`src/rtl/winocnn_pkg.sv`:
```
// Shared types and constants for the Winograd CNN scheduling blocks.
// Latency: n/a (definitions only).
// Backpressure: n/a.
package winocnn_pkg;

    localparam int TILE_DIM   = 6;
    localparam int STRIDE_1X1 = 6;
    localparam int STRIDE_3X3 = 4;

    localparam int IDX_W = 9;
    localparam int OD_W  = 8;
    localparam int ID_W  = 4;

    typedef enum logic [1:0] {
        IDLE,
        ISSUE,
        DRAIN,
        DONE
    } sched_state_t;

    // Tile stride in pixels: 1x1 kernels consume a full 6x6 tile, 3x3 kernels
    // overlap neighbouring tiles by two pixels.
    function automatic logic [3:0] stride_of(input logic size_type);
        return size_type ? 4'(STRIDE_3X3) : 4'(STRIDE_1X1);
    endfunction

endpackage

```
`src/rtl/pe_array_scheduler_if.sv`:
```
// Request bundle from the scheduler to the input- and weight-transform stages.
// Latency: n/a (wires only).
// Backpressure: each request has its own valid/ready pair.
// Signals:
//   data_req_*   : one data tile per PE column, shared y and input channel
//   weight_req_* : one weight tile per PE row, shared input channel
interface pe_array_scheduler_if #(
    parameter int N_ROW = 4,
    parameter int N_COL = 4
);
    import winocnn_pkg::*;

    logic                             data_req_valid;
    logic                             data_req_ready;
    logic [N_COL-1:0][IDX_W-1:0]      data_req_x;
    logic [IDX_W-1:0]                 data_req_y;
    logic [ID_W-1:0]                  data_req_id;
    logic [N_COL-1:0]                 data_req_mask;

    logic                             weight_req_valid;
    logic                             weight_req_ready;
    logic [N_ROW-1:0][OD_W-1:0]       weight_req_od;
    logic [ID_W-1:0]                  weight_req_id;
    logic [N_ROW-1:0]                 weight_req_mask;

    modport master (
        output data_req_valid, data_req_x, data_req_y, data_req_id, data_req_mask,
        input  data_req_ready,
        output weight_req_valid, weight_req_od, weight_req_id, weight_req_mask,
        input  weight_req_ready
    );

    modport slave (
        input  data_req_valid, data_req_x, data_req_y, data_req_id, data_req_mask,
        output data_req_ready,
        input  weight_req_valid, weight_req_od, weight_req_id, weight_req_mask,
        output weight_req_ready
    );

endinterface

```
`src/rtl/pe_array_scheduler_launch_skew.sv`:
```
// One-bit token shift line producing systolically skewed launch strobes.
// Latency: tap k is token_in delayed k+1 cycles.
// Backpressure: none; free-running shift.
// Ports: clk, reset (async, active-high), token_in, taps[LANES-1:0].
module launch_skew #(
    parameter int LANES = 4
) (
    input  logic             clk,
    input  logic             reset,
    input  logic             token_in,
    output logic [LANES-1:0] taps
);

    always_ff @(posedge clk or posedge reset) begin
        if (reset) begin
            taps <= '0;
        end else begin
            // Shift toward the far lane; the oldest token falls off the end.
            taps <= LANES'({taps, token_in});
        end
    end

endmodule

```
`src/rtl/pe_array_scheduler.sv`:
```
// Walks id/od/x/y loops of a Winograd layer, issuing paired data/weight tile requests and skewed launches.
// Latency: first request 1 cycle after start; launches start 1 cycle after each pass; done N_ROW+N_COL+1 after last pass.
// Backpressure: each request valid holds until its ready; the next pass waits for both accepts.
// Ports: clk, reset; cfg_* layer config (latched on start); busy/done status;
//        req (interface master) carries both request handshakes; col_launch/row_launch edge strobes.
module pe_array_scheduler
    import winocnn_pkg::*;
#(
    parameter int N_ROW = 4,
    parameter int N_COL = 4
) (
    input  logic              clk,
    input  logic              reset,
    input  logic              cfg_start,
    input  logic [IDX_W-1:0]  cfg_img_h,
    input  logic [IDX_W-1:0]  cfg_img_w,
    input  logic [OD_W-1:0]   cfg_od,
    input  logic [ID_W-1:0]   cfg_id_m1,
    input  logic              cfg_size_type,
    output logic              busy,
    output logic              done,
    output logic              weight_size_type_o,
    output logic [N_COL-1:0]  col_launch,
    output logic [N_ROW-1:0]  row_launch,
    pe_array_scheduler_if.master req
);

    localparam int XW        = IDX_W + 1;   // x/y compare width, never wraps
    localparam int OW        = OD_W + 1;    // od compare width
    localparam int DRAIN_CYC = N_ROW + N_COL;
    localparam int DW        = $clog2(DRAIN_CYC + 1);

    sched_state_t       state;
    logic [IDX_W-1:0]   img_h_r, img_w_r;
    logic [OD_W-1:0]    od_r;
    logic [ID_W-1:0]    id_m1_r;
    logic               size_type_r;

    logic [IDX_W-1:0]   x_base, y_cnt;
    logic [OD_W-1:0]    od_base;
    logic [ID_W-1:0]    id_cnt;
    logic [DW-1:0]      drain_cnt;

    // Loop bookkeeping
    logic [XW-1:0]      stride, x_step, x_sum, y_sum;
    logic [OW-1:0]      od_sum;
    logic               id_wrap, od_wrap, x_wrap, y_wrap, last_pass;
    logic               data_acc, wt_acc, pass_done, cfg_zero, load_pass;

    logic [IDX_W-1:0]   nxt_x, nxt_y;
    logic [OD_W-1:0]    nxt_od;
    logic [ID_W-1:0]    nxt_id;

    // Values for the pass about to be loaded (first pass from cfg, later ones from counters)
    logic [IDX_W-1:0]   ld_x, ld_y, ld_img_w;
    logic [OD_W-1:0]    ld_od_base, ld_od;
    logic [ID_W-1:0]    ld_id;
    logic [XW-1:0]      ld_stride;
    logic [N_COL-1:0][IDX_W-1:0] ld_xv;
    logic [N_COL-1:0]   ld_xmask;
    logic [N_ROW-1:0][OD_W-1:0]  ld_odv;
    logic [N_ROW-1:0]   ld_odmask;

    assign stride  = XW'(stride_of(size_type_r));
    assign x_step  = stride * XW'(N_COL);
    assign x_sum   = {1'b0, x_base} + x_step;
    assign y_sum   = {1'b0, y_cnt} + stride;
    assign od_sum  = {1'b0, od_base} + OW'(N_ROW);

    assign id_wrap   = (id_cnt == id_m1_r);
    assign od_wrap   = (od_sum >= {1'b0, od_r});
    assign x_wrap    = (x_sum >= {1'b0, img_w_r});
    assign y_wrap    = (y_sum >= {1'b0, img_h_r});
    assign last_pass = id_wrap & od_wrap & x_wrap & y_wrap;

    assign data_acc  = req.data_req_valid & req.data_req_ready;
    assign wt_acc    = req.weight_req_valid & req.weight_req_ready;
    // A side already accepted earlier in the pass has its valid low and counts as finished.
    assign pass_done = (state == ISSUE) & (data_acc | ~req.data_req_valid)
                                        & (wt_acc | ~req.weight_req_valid);
    assign cfg_zero  = (cfg_img_h == '0) | (cfg_img_w == '0) | (cfg_od == '0);
    assign load_pass = ((state == IDLE) & cfg_start & ~cfg_zero) | (pass_done & ~last_pass);

    // Counter advance, id innermost then od, x, y.
    always_comb begin
        nxt_id = id_cnt + ID_W'(1);
        nxt_od = od_base;
        nxt_x  = x_base;
        nxt_y  = y_cnt;
        if (id_wrap) begin
            nxt_id = '0;
            nxt_od = od_sum[OD_W-1:0];
            if (od_wrap) begin
                nxt_od = '0;
                nxt_x  = x_sum[IDX_W-1:0];
                if (x_wrap) begin
                    nxt_x = '0;
                    nxt_y = y_sum[IDX_W-1:0];
                end
            end
        end
    end

    always_comb begin
        logic [XW-1:0] xc;
        logic [OW-1:0] odr;
        xc  = '0;
        odr = '0;
        if (state == IDLE) begin
            ld_x = '0; ld_y = '0; ld_od_base = '0; ld_id = '0;
            ld_stride = XW'(stride_of(cfg_size_type));
            ld_img_w  = cfg_img_w;
            ld_od     = cfg_od;
        end else begin
            ld_x = nxt_x; ld_y = nxt_y; ld_od_base = nxt_od; ld_id = nxt_id;
            ld_stride = stride;
            ld_img_w  = img_w_r;
            ld_od     = od_r;
        end
        for (int c = 0; c < N_COL; c++) begin
            xc          = {1'b0, ld_x} + XW'(c) * ld_stride;
            ld_xmask[c] = (xc < {1'b0, ld_img_w});
            ld_xv[c]    = ld_xmask[c] ? xc[IDX_W-1:0] : '0;
        end
        for (int r = 0; r < N_ROW; r++) begin
            odr          = {1'b0, ld_od_base} + OW'(r);
            ld_odmask[r] = (odr < {1'b0, ld_od});
            ld_odv[r]    = ld_odmask[r] ? odr[OD_W-1:0] : '0;
        end
    end

    always_ff @(posedge clk or posedge reset) begin
        if (reset) begin
            state                 <= IDLE;
            busy                  <= 1'b0;
            done                  <= 1'b0;
            img_h_r               <= '0;
            img_w_r               <= '0;
            od_r                  <= '0;
            id_m1_r               <= '0;
            size_type_r           <= 1'b0;
            x_base                <= '0;
            y_cnt                 <= '0;
            od_base               <= '0;
            id_cnt                <= '0;
            drain_cnt             <= '0;
            req.data_req_valid    <= 1'b0;
            req.data_req_x        <= '0;
            req.data_req_y        <= '0;
            req.data_req_id       <= '0;
            req.data_req_mask     <= '0;
            req.weight_req_valid  <= 1'b0;
            req.weight_req_od     <= '0;
            req.weight_req_id     <= '0;
            req.weight_req_mask   <= '0;
        end else begin
            case (state)
                IDLE: begin
                    if (cfg_start) begin
                        img_h_r     <= cfg_img_h;
                        img_w_r     <= cfg_img_w;
                        od_r        <= cfg_od;
                        id_m1_r     <= cfg_id_m1;
                        size_type_r <= cfg_size_type;
                        busy        <= 1'b1;
                        if (cfg_zero) begin
                            state <= DONE;
                            done  <= 1'b1;
                        end else begin
                            state                <= ISSUE;
                            req.data_req_valid   <= 1'b1;
                            req.weight_req_valid <= 1'b1;
                        end
                    end
                end
                ISSUE: begin
                    if (data_acc) req.data_req_valid   <= 1'b0;
                    if (wt_acc)   req.weight_req_valid <= 1'b0;
                    if (pass_done) begin
                        if (last_pass) begin
                            state     <= DRAIN;
                            drain_cnt <= '0;
                        end else begin
                            req.data_req_valid   <= 1'b1;
                            req.weight_req_valid <= 1'b1;
                        end
                    end
                end
                DRAIN: begin
                    // Lets the last skewed launches clear the array edge before done.
                    if (drain_cnt == DW'(DRAIN_CYC - 1)) begin
                        state <= DONE;
                        done  <= 1'b1;
                    end else begin
                        drain_cnt <= drain_cnt + DW'(1);
                    end
                end
                DONE: begin
                    state <= IDLE;
                    busy  <= 1'b0;
                    done  <= 1'b0;
                end
                default: state <= IDLE;
            endcase

            if (load_pass) begin
                x_base               <= ld_x;
                y_cnt                <= ld_y;
                od_base              <= ld_od_base;
                id_cnt               <= ld_id;
                req.data_req_x       <= ld_xv;
                req.data_req_mask    <= ld_xmask;
                req.data_req_y       <= ld_y;
                req.data_req_id      <= ld_id;
                req.weight_req_od    <= ld_odv;
                req.weight_req_mask  <= ld_odmask;
                req.weight_req_id    <= ld_id;
            end
        end
    end

    assign weight_size_type_o = size_type_r;

    launch_skew #(.LANES(N_COL)) u_col_skew (
        .clk      (clk),
        .reset    (reset),
        .token_in (pass_done),
        .taps     (col_launch)
    );

    launch_skew #(.LANES(N_ROW)) u_row_skew (
        .clk      (clk),
        .reset    (reset),
        .token_in (pass_done),
        .taps     (row_launch)
    );

endmodule

```
`src/flat_wrapper.sv`:
```
// flat-port wrapper written by rule: the top's interface ports become plain ports
module pe_array_scheduler_flat import winocnn_pkg::*;
#(
    parameter int N_ROW = 4,
    parameter int N_COL = 4
)
  (clk, reset, cfg_start, cfg_img_h, cfg_img_w, cfg_od, cfg_id_m1, cfg_size_type, busy, done, weight_size_type_o, col_launch, row_launch, req_data_req_valid, req_data_req_x, req_data_req_y, req_data_req_id, req_data_req_mask, req_data_req_ready, req_weight_req_valid, req_weight_req_od, req_weight_req_id, req_weight_req_mask, req_weight_req_ready);
  pe_array_scheduler_if #(.N_ROW(N_ROW), .N_COL(N_COL)) req_i ();
  input  logic clk;
  input  logic reset;
  input  logic cfg_start;
  input  logic [IDX_W-1:0] cfg_img_h;
  input  logic [IDX_W-1:0] cfg_img_w;
  input  logic [OD_W-1:0] cfg_od;
  input  logic [ID_W-1:0] cfg_id_m1;
  input  logic cfg_size_type;
  output logic busy;
  output logic done;
  output logic weight_size_type_o;
  output logic [N_COL-1:0] col_launch;
  output logic [N_ROW-1:0] row_launch;
  output wire logic [$bits(req_i.data_req_valid)-1:0] req_data_req_valid;
  output wire logic [$bits(req_i.data_req_x)-1:0] req_data_req_x;
  output wire logic [$bits(req_i.data_req_y)-1:0] req_data_req_y;
  output wire logic [$bits(req_i.data_req_id)-1:0] req_data_req_id;
  output wire logic [$bits(req_i.data_req_mask)-1:0] req_data_req_mask;
  input wire logic [$bits(req_i.data_req_ready)-1:0] req_data_req_ready;
  output wire logic [$bits(req_i.weight_req_valid)-1:0] req_weight_req_valid;
  output wire logic [$bits(req_i.weight_req_od)-1:0] req_weight_req_od;
  output wire logic [$bits(req_i.weight_req_id)-1:0] req_weight_req_id;
  output wire logic [$bits(req_i.weight_req_mask)-1:0] req_weight_req_mask;
  input wire logic [$bits(req_i.weight_req_ready)-1:0] req_weight_req_ready;
  assign req_data_req_valid = req_i.data_req_valid;
  assign req_data_req_x = req_i.data_req_x;
  assign req_data_req_y = req_i.data_req_y;
  assign req_data_req_id = req_i.data_req_id;
  assign req_data_req_mask = req_i.data_req_mask;
  assign req_i.data_req_ready = req_data_req_ready;
  assign req_weight_req_valid = req_i.weight_req_valid;
  assign req_weight_req_od = req_i.weight_req_od;
  assign req_weight_req_id = req_i.weight_req_id;
  assign req_weight_req_mask = req_i.weight_req_mask;
  assign req_i.weight_req_ready = req_weight_req_ready;
  pe_array_scheduler #(.N_ROW(N_ROW), .N_COL(N_COL)) u_core (.clk(clk), .reset(reset), .cfg_start(cfg_start), .cfg_img_h(cfg_img_h), .cfg_img_w(cfg_img_w), .cfg_od(cfg_od), .cfg_id_m1(cfg_id_m1), .cfg_size_type(cfg_size_type), .busy(busy), .done(done), .weight_size_type_o(weight_size_type_o), .col_launch(col_launch), .row_launch(row_launch), .req(req_i));
endmodule
```
`config.mk`:
```
export PLATFORM = sky130hd
export DESIGN_NAME = pe_array_scheduler_flat
export DESIGN_NICKNAME = d
export VERILOG_FILES = /design/src/rtl/winocnn_pkg.sv /design/src/rtl/pe_array_scheduler_if.sv /design/src/rtl/pe_array_scheduler_launch_skew.sv /design/src/rtl/pe_array_scheduler.sv /design/src/flat_wrapper.sv
export SDC_FILE = /design/constraint.sdc
export NUM_CORES = 1
export LEC_CHECK = 0
export CELL_PAD_IN_SITES_DETAIL_PLACEMENT = 0
export CELL_PAD_IN_SITES_GLOBAL_PLACEMENT = 1
export CORE_MARGIN = 2
export CORE_UTILIZATION = 45
export CTS_CLUSTER_DIAMETER = 30
export DETAILED_ROUTE_END_ITERATION = 6
export GPL_TIMING_DRIVEN = 0
export PLACE_DENSITY = 0.92
export SKIP_CTS_REPAIR_TIMING = 1
export SLEW_MARGIN = 5
export SYNTH_ARGS = -nofsm -noshare
export SYNTH_HDL_FRONTEND = slang
export SYNTH_HIERARCHICAL = 1
export SYNTH_SLANG_ARGS = --single-unit
```
`constraint.sdc`:
```
create_clock -name clk -period 14.8 [get_ports clk]
set_input_delay 4.44 -clock clk [delete_from_list [all_inputs] [get_ports clk]]
set_output_delay 4.44 -clock clk [all_outputs]
set_load 0.05 [all_outputs]
```
After elaboration in Yosys (flattened, before gate mapping)
Index checks and enable logic that the tools add are counted.
- register bits: 155
- input bits: 36
- output and inout bits: 106
- add/sub/neg operators: 11
- multipliers: 1
- order comparisons: 11
- eq/ne operators: 12
- multiplexer cells: 52
- bitwise logic cells: 19
- reduce and logical (&&, ||, !) cells: 18
- operator list (cell ; number):
    9-bit 2-to-1 mux ; 13
    8-bit 2-to-1 mux ; 8
    10-bit by 9-bit < comparator with 1-bit output ; 3
    9-bit by 8-bit < comparator with 1-bit output ; 3
    4-bit 2-to-1 mux ; 6
    9-bit by 4-bit adder with 10-bit output ; 2
    10-bit by 9-bit greater-or-equal comparator with 1-bit output ; 2
    8-bit by 2-bit adder with 9-bit output, second input constant ; 2
    9-bit logical NOT ; 2
    4-bit AND reduction ; 4
    2-bit 2-to-1 mux ; 7
    1-bit 2-to-1 mux ; 12
    2-bit nonzero test ; 6
    9-bit by 10-bit adder with 10-bit output ; 1
    9-bit by 5-bit adder with 10-bit output ; 1
    9-bit by 6-bit adder with 10-bit output ; 1
    1-bit AND ; 10
    8-bit by 1-bit adder with 9-bit output, second input constant ; 1
    8-bit by 3-bit adder with 9-bit output, second input constant ; 1
    9-bit by 8-bit greater-or-equal comparator with 1-bit output ; 1
    9-bit < comparator ; 1
    4-bit by 1-bit adder with 4-bit output, second input constant ; 2
    8-bit logical NOT ; 1
    8-bit < comparator ; 1
    other kinds (17) ; 33

Depth between registers and ports, before layout
Gate-level depths: netlist of the first run.
- word-level depth: 10
- mapped depth: 32
- mapped depth without buffers: 32

By module
The synthesis of the first run kept the hierarchy.
- by module, submodules not included (module ; times used ; cells each ; area an instance (µm²) ; sequential area each (µm²)):
    pe_array_scheduler ; 1 ; 963 ; 9593.0 ; 3653.5
    launch_skew ; 2 ; 5 ; 103.8 ; 100.1

Worst setup path after synthesis of the first run
No wires, ideal clock.
- path type: input to register
- start point: input cfg_size_type
- end point: register u_core.req.data_req_x[27]
- arrival: 7.781 ns
- data required time: 14.733 ns
- path slack: 6.952 ns
- stages on the path: 19
- path through: nand2_1 a21boi_0 ha_1 inv_1 ha_1 inv_1 fa_1 inv_1 a21oi_1 nor4b_1 xor2_1 ha_1 nand2_1 nor3_1 a221oi_1 o21ai_0 a311oi_2 o21a_4 a22o_1
- longest elaborated chain between the ends: 6
- RTL lines (what ; RTL line ; text):
    start, declared ; flat_wrapper.sv:16 ; input logic cfg_size_type;
    2-bit 2-to-1 mux ; winocnn_pkg.sv:24 ; return size_type ? 4'(STRIDE_3X3) : 4'(STRIDE_1X1);
    4-bit 2-to-1 mux ; pe_array_scheduler.sv:109 ; if (state == IDLE) begin
    2-bit by 4-bit multiplier with 6-bit output ; pe_array_scheduler.sv:121 ; xc = {1'b0, ld_x} + XW'(c) * ld_stride;
    9-bit by 10-bit adder with 10-bit output ; pe_array_scheduler.sv:121 ;
    10-bit by 9-bit < comparator with 1-bit output ; pe_array_scheduler.sv:122 ; ld_xmask[c] = (xc < {1'b0, ld_img_w});
    9-bit 2-to-1 mux ; pe_array_scheduler.sv:123 ; ld_xv[c] = ld_xmask[c] ? xc[IDX_W-1:0] : '0;
    end signal, assigned ; pe_array_scheduler.sv:211 ; req.data_req_x <= ld_xv;
    end, declared ; pe_array_scheduler_if.sv:27 ; output data_req_valid, data_req_x, data_req_y, data_req_id, data_req_mask,
Every way passes these cells.
A chain may end at the register's enable or synchronous reset.

Worst setup path in the final report of the first run
- start point: input cfg_size_type
- end point: register u_core.req.data_req_x[29]
- longest elaborated chain between the ends: 6
- RTL lines (what ; RTL line):
    2-bit 2-to-1 mux (*) ; winocnn_pkg.sv:24
    4-bit 2-to-1 mux (*) ; pe_array_scheduler.sv:109
    2-bit by 4-bit multiplier with 6-bit output (*) ; pe_array_scheduler.sv:121
    9-bit by 10-bit adder with 10-bit output (*) ; pe_array_scheduler.sv:121
    10-bit by 9-bit < comparator with 1-bit output ; pe_array_scheduler.sv:122
    9-bit 2-to-1 mux (*) ; pe_array_scheduler.sv:123
Every way passes the cells marked *; elsewhere a longest branch is shown, timed or not.

==> results of run 1 <==
## critical path, cell delays in order
cell	delay [ns]
clkdlybuf4s50_1	0.43
nand2_1	0.07
a21boi_0	0.47
ha_1	0.39
ha_1	0.22
inv_1	0.06
fa_1	0.42
inv_1	0.07
a21oi_1	0.11
nor4b_1	0.34
xor2_1	0.31
ha_1	0.30
nand2_1	0.09
nor3_1	0.08
a221oi_1	0.27
o21ai_0	0.16
a311oi_2	0.39
o21a_4	0.26
a22o_1	0.15
## report_power, final
part | switching [mW] | internal, mW
logic | 1.20 | 0.687
registers | 0.118 | 0.577
clock network | 0.202 | 0.255
total | 1.52 | 1.52
## area by class of cell
class                      instances  area, sq um  share of cell area, %
buffer                            39          204                   1.67
clock buffer                      17          425                   3.49
clock inverter                    15          178                   1.46
inverter                          78          299                   2.45
multi-input combinational        702         5450                   44.7
sequential                       154         3850                   31.6
tap                              275          344                   2.82
timing repair buffer             141         1430                   11.7
## placed cells by master, fill, tap and decap left out, types with 6 or more instances in the layout
cell type,count
xor2_1,21
nor2_1,29
nand4_1,11
a21oi_1,44
clkdlybuf4s50_1,140
nand3_1,12
nor3_1,14
o21ai_1,14
xnor2_1,28
inv_6,7
o21ai_0,53
buf_1,6
nor2b_1,12
buf_2,16
inv_1,75
mux2i_1,20
dfrtp_1,154
clkbuf_16,17
mux2_2,33
clkbuf_1,10
nor4_1,8
a21o_1,20
nand2b_1,13
ha_1,108
and2_1,8
a22o_1,50
nand2_1,98
## metal layers
metal	vias up	GRT usage, %
met4	0	5.97
met2	341	38.2
met3	33	5.78
li1	3815	-
met1	3934	34.1
met5	-	0
## sequential cells by signal (all words and copies together) (netlist names), 2 cells and up
name and count:
u_core/y_cnt 8, u_core/u_col_skew/taps 4, u_core/od_base 8, u_core/req.weight_req_od 32
u_core/req.data_req_mask 4, u_core/id_cnt 4, u_core/id_m1_r 4, u_core/img_h_r 9
u_core/img_w_r 9, u_core/state 2, u_core/req.weight_req_mask 4, u_core/x_base 9
u_core/drain_cnt 4, u_core/u_row_skew/taps 4, u_core/req.data_req_x 36, u_core/od_r 8
## cells by family after synthesis
logic type | count (synthesis)
AOI/OAI and AO/OA | 251
DFF | 154
other | 1
xor gates and xnor gates | 49
adders and majority gates | 109
buffers and inverters | 117
and+or+nand+nor | 238
muxes | 54
## through the flow
stage               total power [mW]  setup slack (ns)  util, %
finish                          3.04              6.13     57.4
global route                    3.24              5.86     57.4
CTS                             3.03              6.18     57.4
detailed placement              2.56              5.73     54.6
global placement                2.51              4.41     54.4
floorplan                       2.00              6.44        -
## worst max path at each step
stage                       start                                       to
floorplan                   reset                  u_core/busy$_DFFE_PP0P_
global placement            reset  u_core/req.weight_req_od[0]$_DFFE_PP0N_
detailed placement  cfg_size_type    u_core/req.data_req_x[29]$_DFFE_PP0N_
CTS                 cfg_size_type    u_core/req.data_req_x[29]$_DFFE_PP0N_
global route        cfg_size_type    u_core/req.data_req_x[35]$_DFFE_PP0N_
finish              cfg_size_type    u_core/req.data_req_x[29]$_DFFE_PP0N_
==> results.txt, run 1 <==
Top-area cell type share of the netlist area - 39.3%
WL final - 27100 um
Clock-pin slew on the worst setup and hold paths - 0.07 ns
CP startpoint kind - input port
H-tree Lvls - 4
Worst R2R Start - u_core/od_base[4]$_DFFE_PP0N_
Post-synthesis simple-gate area fraction - 12.6%
Ys async rst share - 100%
TritonRoute pass-1 iters - 6
Total track usage - 24.3%
Met3 WL - 2100 um
Die footprint - 23000 sq um
XOR/XNOR Fraction of Synth Area - 4.38%
Hold endpoint - u_core/u_row_skew/taps[1]$_DFF_PP0_
F_max - 115 MHz
Clock sink total - 154
# port buffers - 140
Max Cap Viol - 0
DR vias - 8123
Initial antenna violation count - 0
Synth top cells by count - dfrtp_1 (154), ha_1 (108), nand2_1 (98)
Wire per inst - 19.1 um
Adder-cell share of the synthesized area - 14.0%
Pin count of the biggest net entering global routing - 96
GP Congestion - 0.938
Number of synthesized flops with an enable pin - 0
Drt drc - 0
Slew headroom - 46.3%
DP Area - 11600 sq um
HPWL after DPL - 20300 um
Setup TNS - 0 ns
Data required, critical path - 15.17 ns
Hold Path Cell Cnt - 0
Synth area leader - dfrtp_1
Worst VDD drop - 158 uV
Slew @ Worst Pin - 0.800 ns
R2R depth - 26
Cell area after layout - 12200 sq um
Fin crit share - 58.6%
Seq/Total Area, Yosys - 39.3%
Later-pin clock latency in the skew report - 0.44 ns
Slew Viols, Final - 0
CTS root buf - clkbuf_16
Ports - 142
Placed insts - 1389
Setup Skew - 0.0134 ns
TritonCTS buffer count - 17
Final Hold Vio Count - 0
Violation count after the first detailed-route iteration - 570
Syn Nets - 1118
Final hold slack - 0.382 ns
Final nets - 1278
Total gr overflow - 0
Combinational family with the most area after synthesis - compound AO/OA/AOI/OAI gates
Clk buf depth - 2
Fill count - 1904
Final count of negative-setup-slack endpoints - 0
Routed length on met1 - 12300 um
Synthesis-to-finish area growth - 24.3%
CTS tree - built
Crit path kind - input port to flip-flop
ANT nets after route - 0
Share of cells above drive strength 1 - 10.9%
Setup crit end kind - flip-flop
Finished Layout Cells - 1421
Initial core utilization - 46.2%
Synth Flop Type - dfrtp_1
Status - complete, no violations
Synth top area cells - dfrtp_1 (39%), ha_1 (14%), a22o_1 (4.5%)
Reg2Reg Setup Slack - 7.57 ns
Core Rows - 53
Synth unique cells - 88
DR WL met2 - 12300 um
Hold WC Path Type - flip-flop to flip-flop
Worst reg2reg endpoint - u_core/req.data_req_x[29]$_DFFE_PP0N_
Crit path DAT - 9.04 ns
Antenna diode count - 0
Synth Area in Compound Gates - 18.5%
Mux cell area share after synthesis - 6.06%
Most frequent cell after synthesis - dfrtp_1
Die W - 152 um
Pleak - 5.71 nW
Post-synthesis instance area - 9800 sq um
RSZ-0062 raised after global routing - false
Routed vias/inst - 5.72
Die Ht - 152 um
Hold_sp - u_core/u_row_skew/taps[0]$_DFF_PP0_
Core ar. - 21200 sq um
Ys Warns - 6
First-pass GRT wire length - 42900 um
Fin crit period - 8.67 ns
CP Max Fanout - 8
Mapped Avg Cell Area - 10.1 sq um
Mapped Cells - 973
Vias in the first global route - 8025
Cell area power density - 249 nW/um^2
Yosys reg bits - 154
Uppermost layer routed - met4
Power figures use the tool's default switching activity.
==> run 2: changes to the inputs <==
- CORE_UTILIZATION: 45 -> 43
- PLACE_DENSITY: 0.92 -> 0.89
- clock period: 14.8 -> 8.25 ns (I/O delays scaled with it)
==> results.txt, run 2 (same netlist as run 1, synthesis figures left out) <==
Core ar. - 22500 sq um
Placed insts - 1399
Fin crit period - 7.21 ns
Fin crit share - 87.3%
R2R depth - 26
Slowest stage delay, CP - 0.53 ns
Pin count of the biggest net entering global routing - 93
Ports - 142
Clk pwr share - 14.6%
Hold Path Cell Cnt - 0
Largest Register - u_core/req.data_req_x
Finished Layout Cells - 1431
TritonRoute pass-1 iters - 5
Worst VDD drop - 229 uV
CTS root buf - clkbuf_16
WL final - 26500 um
Clock-pin slew on the worst setup and hold paths - 0.07 ns
Clk buf depth - 2
CP Max Fanout - 10
Setup crit end kind - flip-flop
Pint - 2.72 mW
Wire per inst - 18.5 um
DP Area - 11600 sq um
Crit path DAT - 7.57 ns
Number of flip-flops in the largest register - 36
Setup Skew - 0.0117 ns
Initial core utilization - 43.6%
Sequential share of power - 23.1%
Synthesis-to-finish area growth - 24.2%
GRT met3 Usage - 3.93%
Max Cap Viol - 0
DR vias - 8030
Total gr overflow - 0
Worst R2R Start - u_core/od_base[2]$_DFFE_PP0N_
Die W - 155 um
GR peak layer - met2
Crit path kind - flip-flop to flip-flop
CP max stage cell - a311oi_4
ANT nets after route - 0
Initial antenna violation count - 0
GP Congestion - 0.896
Total track usage - 22.9%
CP top delay family - compound AO/OA/AOI/OAI gates
Largest regs - u_core/req.data_req_x x36, u_core/req.weight_req_od x32
Switching share of total power - 49.6%
Hold_sp - u_core/u_col_skew/taps[2]$_DFF_PP0_
Slew @ Worst Pin - 0.786 ns
Drt drc - 0
Slew Viols, Final - 0
Slew headroom - 46.8%
Status - complete, no violations
RSZ-0062 raised after global routing - false
CP startpoint kind - flip-flop
HPWL after DPL - 20200 um
Violation count after the first detailed-route iteration - 541
Hold WC Path Type - flip-flop to flip-flop
Later-pin clock latency in the skew report - 0.43 ns
Final count of negative-setup-slack endpoints - 0
Critical Path Start - u_core/od_base[2]$_DFFE_PP0N_
Commonest non-fill, non-tap cell in the layout - dfrtp_1
Core Rows - 55
F_max - 139 MHz
Die Ht - 155 um
Crit path buffers/inverters - 2
M1 GR Usage - 32.7%
Cell mode on critical path - ha_1
Die footprint - 24000 sq um
H-tree Lvls - 4
Clock sink total - 154
Final Hold Vio Count - 0
Pleak - 5.71 nW
Cell area power density - 443 nW/um^2
CP Depth - 26
Final WS setup - 1.04 ns
Comb pwr share - 62.3%
Worst slack, placed - 0.955 ns
Share of cells above drive strength 1 - 10.8%
Met2 usage - 35.3%
TritonCTS buffer count - 17
Psw - 2.68 mW
Final nets - 1278
# port buffers - 140
CTS tree - built
Data required, critical path - 8.61 ns
First-pass GRT wire length - 43200 um
Final Core Density - 54.1%
Most frequent cells in the layout - dfrtp_1 (154), clkdlybuf4s50_1 (140), ha_1 (108)
Antenna diode count - 0
Vias in the first global route - 8051
Routed vias/inst - 5.61
Cell area after layout - 12200 sq um
==> run 2: worst paths after layout <==
check	slack (ns)	end
setup / recovery	1.04	u_core/req.data_req_x[31]$_DFFE_PP0N_
hold / removal	0.38	u_core/u_col_skew/taps[3]$_DFF_PP0_
setup reg to reg	1.04	u_core/req.data_req_x[31]$_DFFE_PP0N_
hold reg to reg	0.38	u_core/u_col_skew/taps[3]$_DFF_PP0_
max in group asynchronous	4.90	u_core/req.data_req_x[27]$_DFFE_PP0N_
min in group asynchronous	2.37	u_core/u_col_skew/taps[0]$_DFF_PP0_
==> run 2: worst reg2reg max path, cell delays in order, from the launching register on <==
cell and delay [ns]:
dfrtp_1 0.49, ha_1 0.29, nand3_1 0.21, xnor2_1 0.25, ha_1 0.29, and3_4 0.18
a22o_1 0.24, a311oi_4 0.53, a21oi_2 0.31, a21oi_2 0.43, and2_1 0.33, ha_1 0.33
ha_1 0.21, inv_1 0.06, fa_1 0.43, inv_1 0.07, a21oi_1 0.11, nor4b_1 0.33
xor2_1 0.29, ha_1 0.30, nand2_1 0.11, nor3_1 0.09, a221oi_1 0.26, o21ai_0 0.15
a311oi_2 0.44, o21a_4 0.27, a22o_1 0.15
==> run 2: cell type report <==
class,count,area (sq um)
buffer,39,204
clock buffer,19,443
clock inverter,13,143
fill,2016,10300
inverter,78,299
multi-input combinational,702,5450
sequential,154,3850
tap,285,357
timing repair buffer,141,1430
==> run 2: per-layer routing <==
metal	share of wire, %	up-vias
li1	-	3834
met5	0	-
met4	2.1	0
met2	44	279
met1	48	3878
met3	6.7	39
==> run 2: metrics by stage <==
step / TNS (ns) / power (mW) / hold WS [ns]
detailed placement: 0 / 4.59 / 0.361
finish: 0 / 5.40 / 0.376
global placement: -28.06 / 4.51 / 0.357
global route: 0 / 5.79 / 0.386
CTS: 0 / 5.41 / 0.376
floorplan: 0 / 3.58 / 0.470
==> run 2: power by group through the flow <==
stage	Clock [mW]	Combinational (mW)	Sequential (mW)
2_1_floorplan	0	1.79	1.79
3_3_place_gp	0	3.27	1.25
3_5_place_dp	0	3.33	1.26
4_1_cts	0.806	3.36	1.24
5_1_grt	0.840	3.67	1.29
6_report	0.789	3.36	1.24
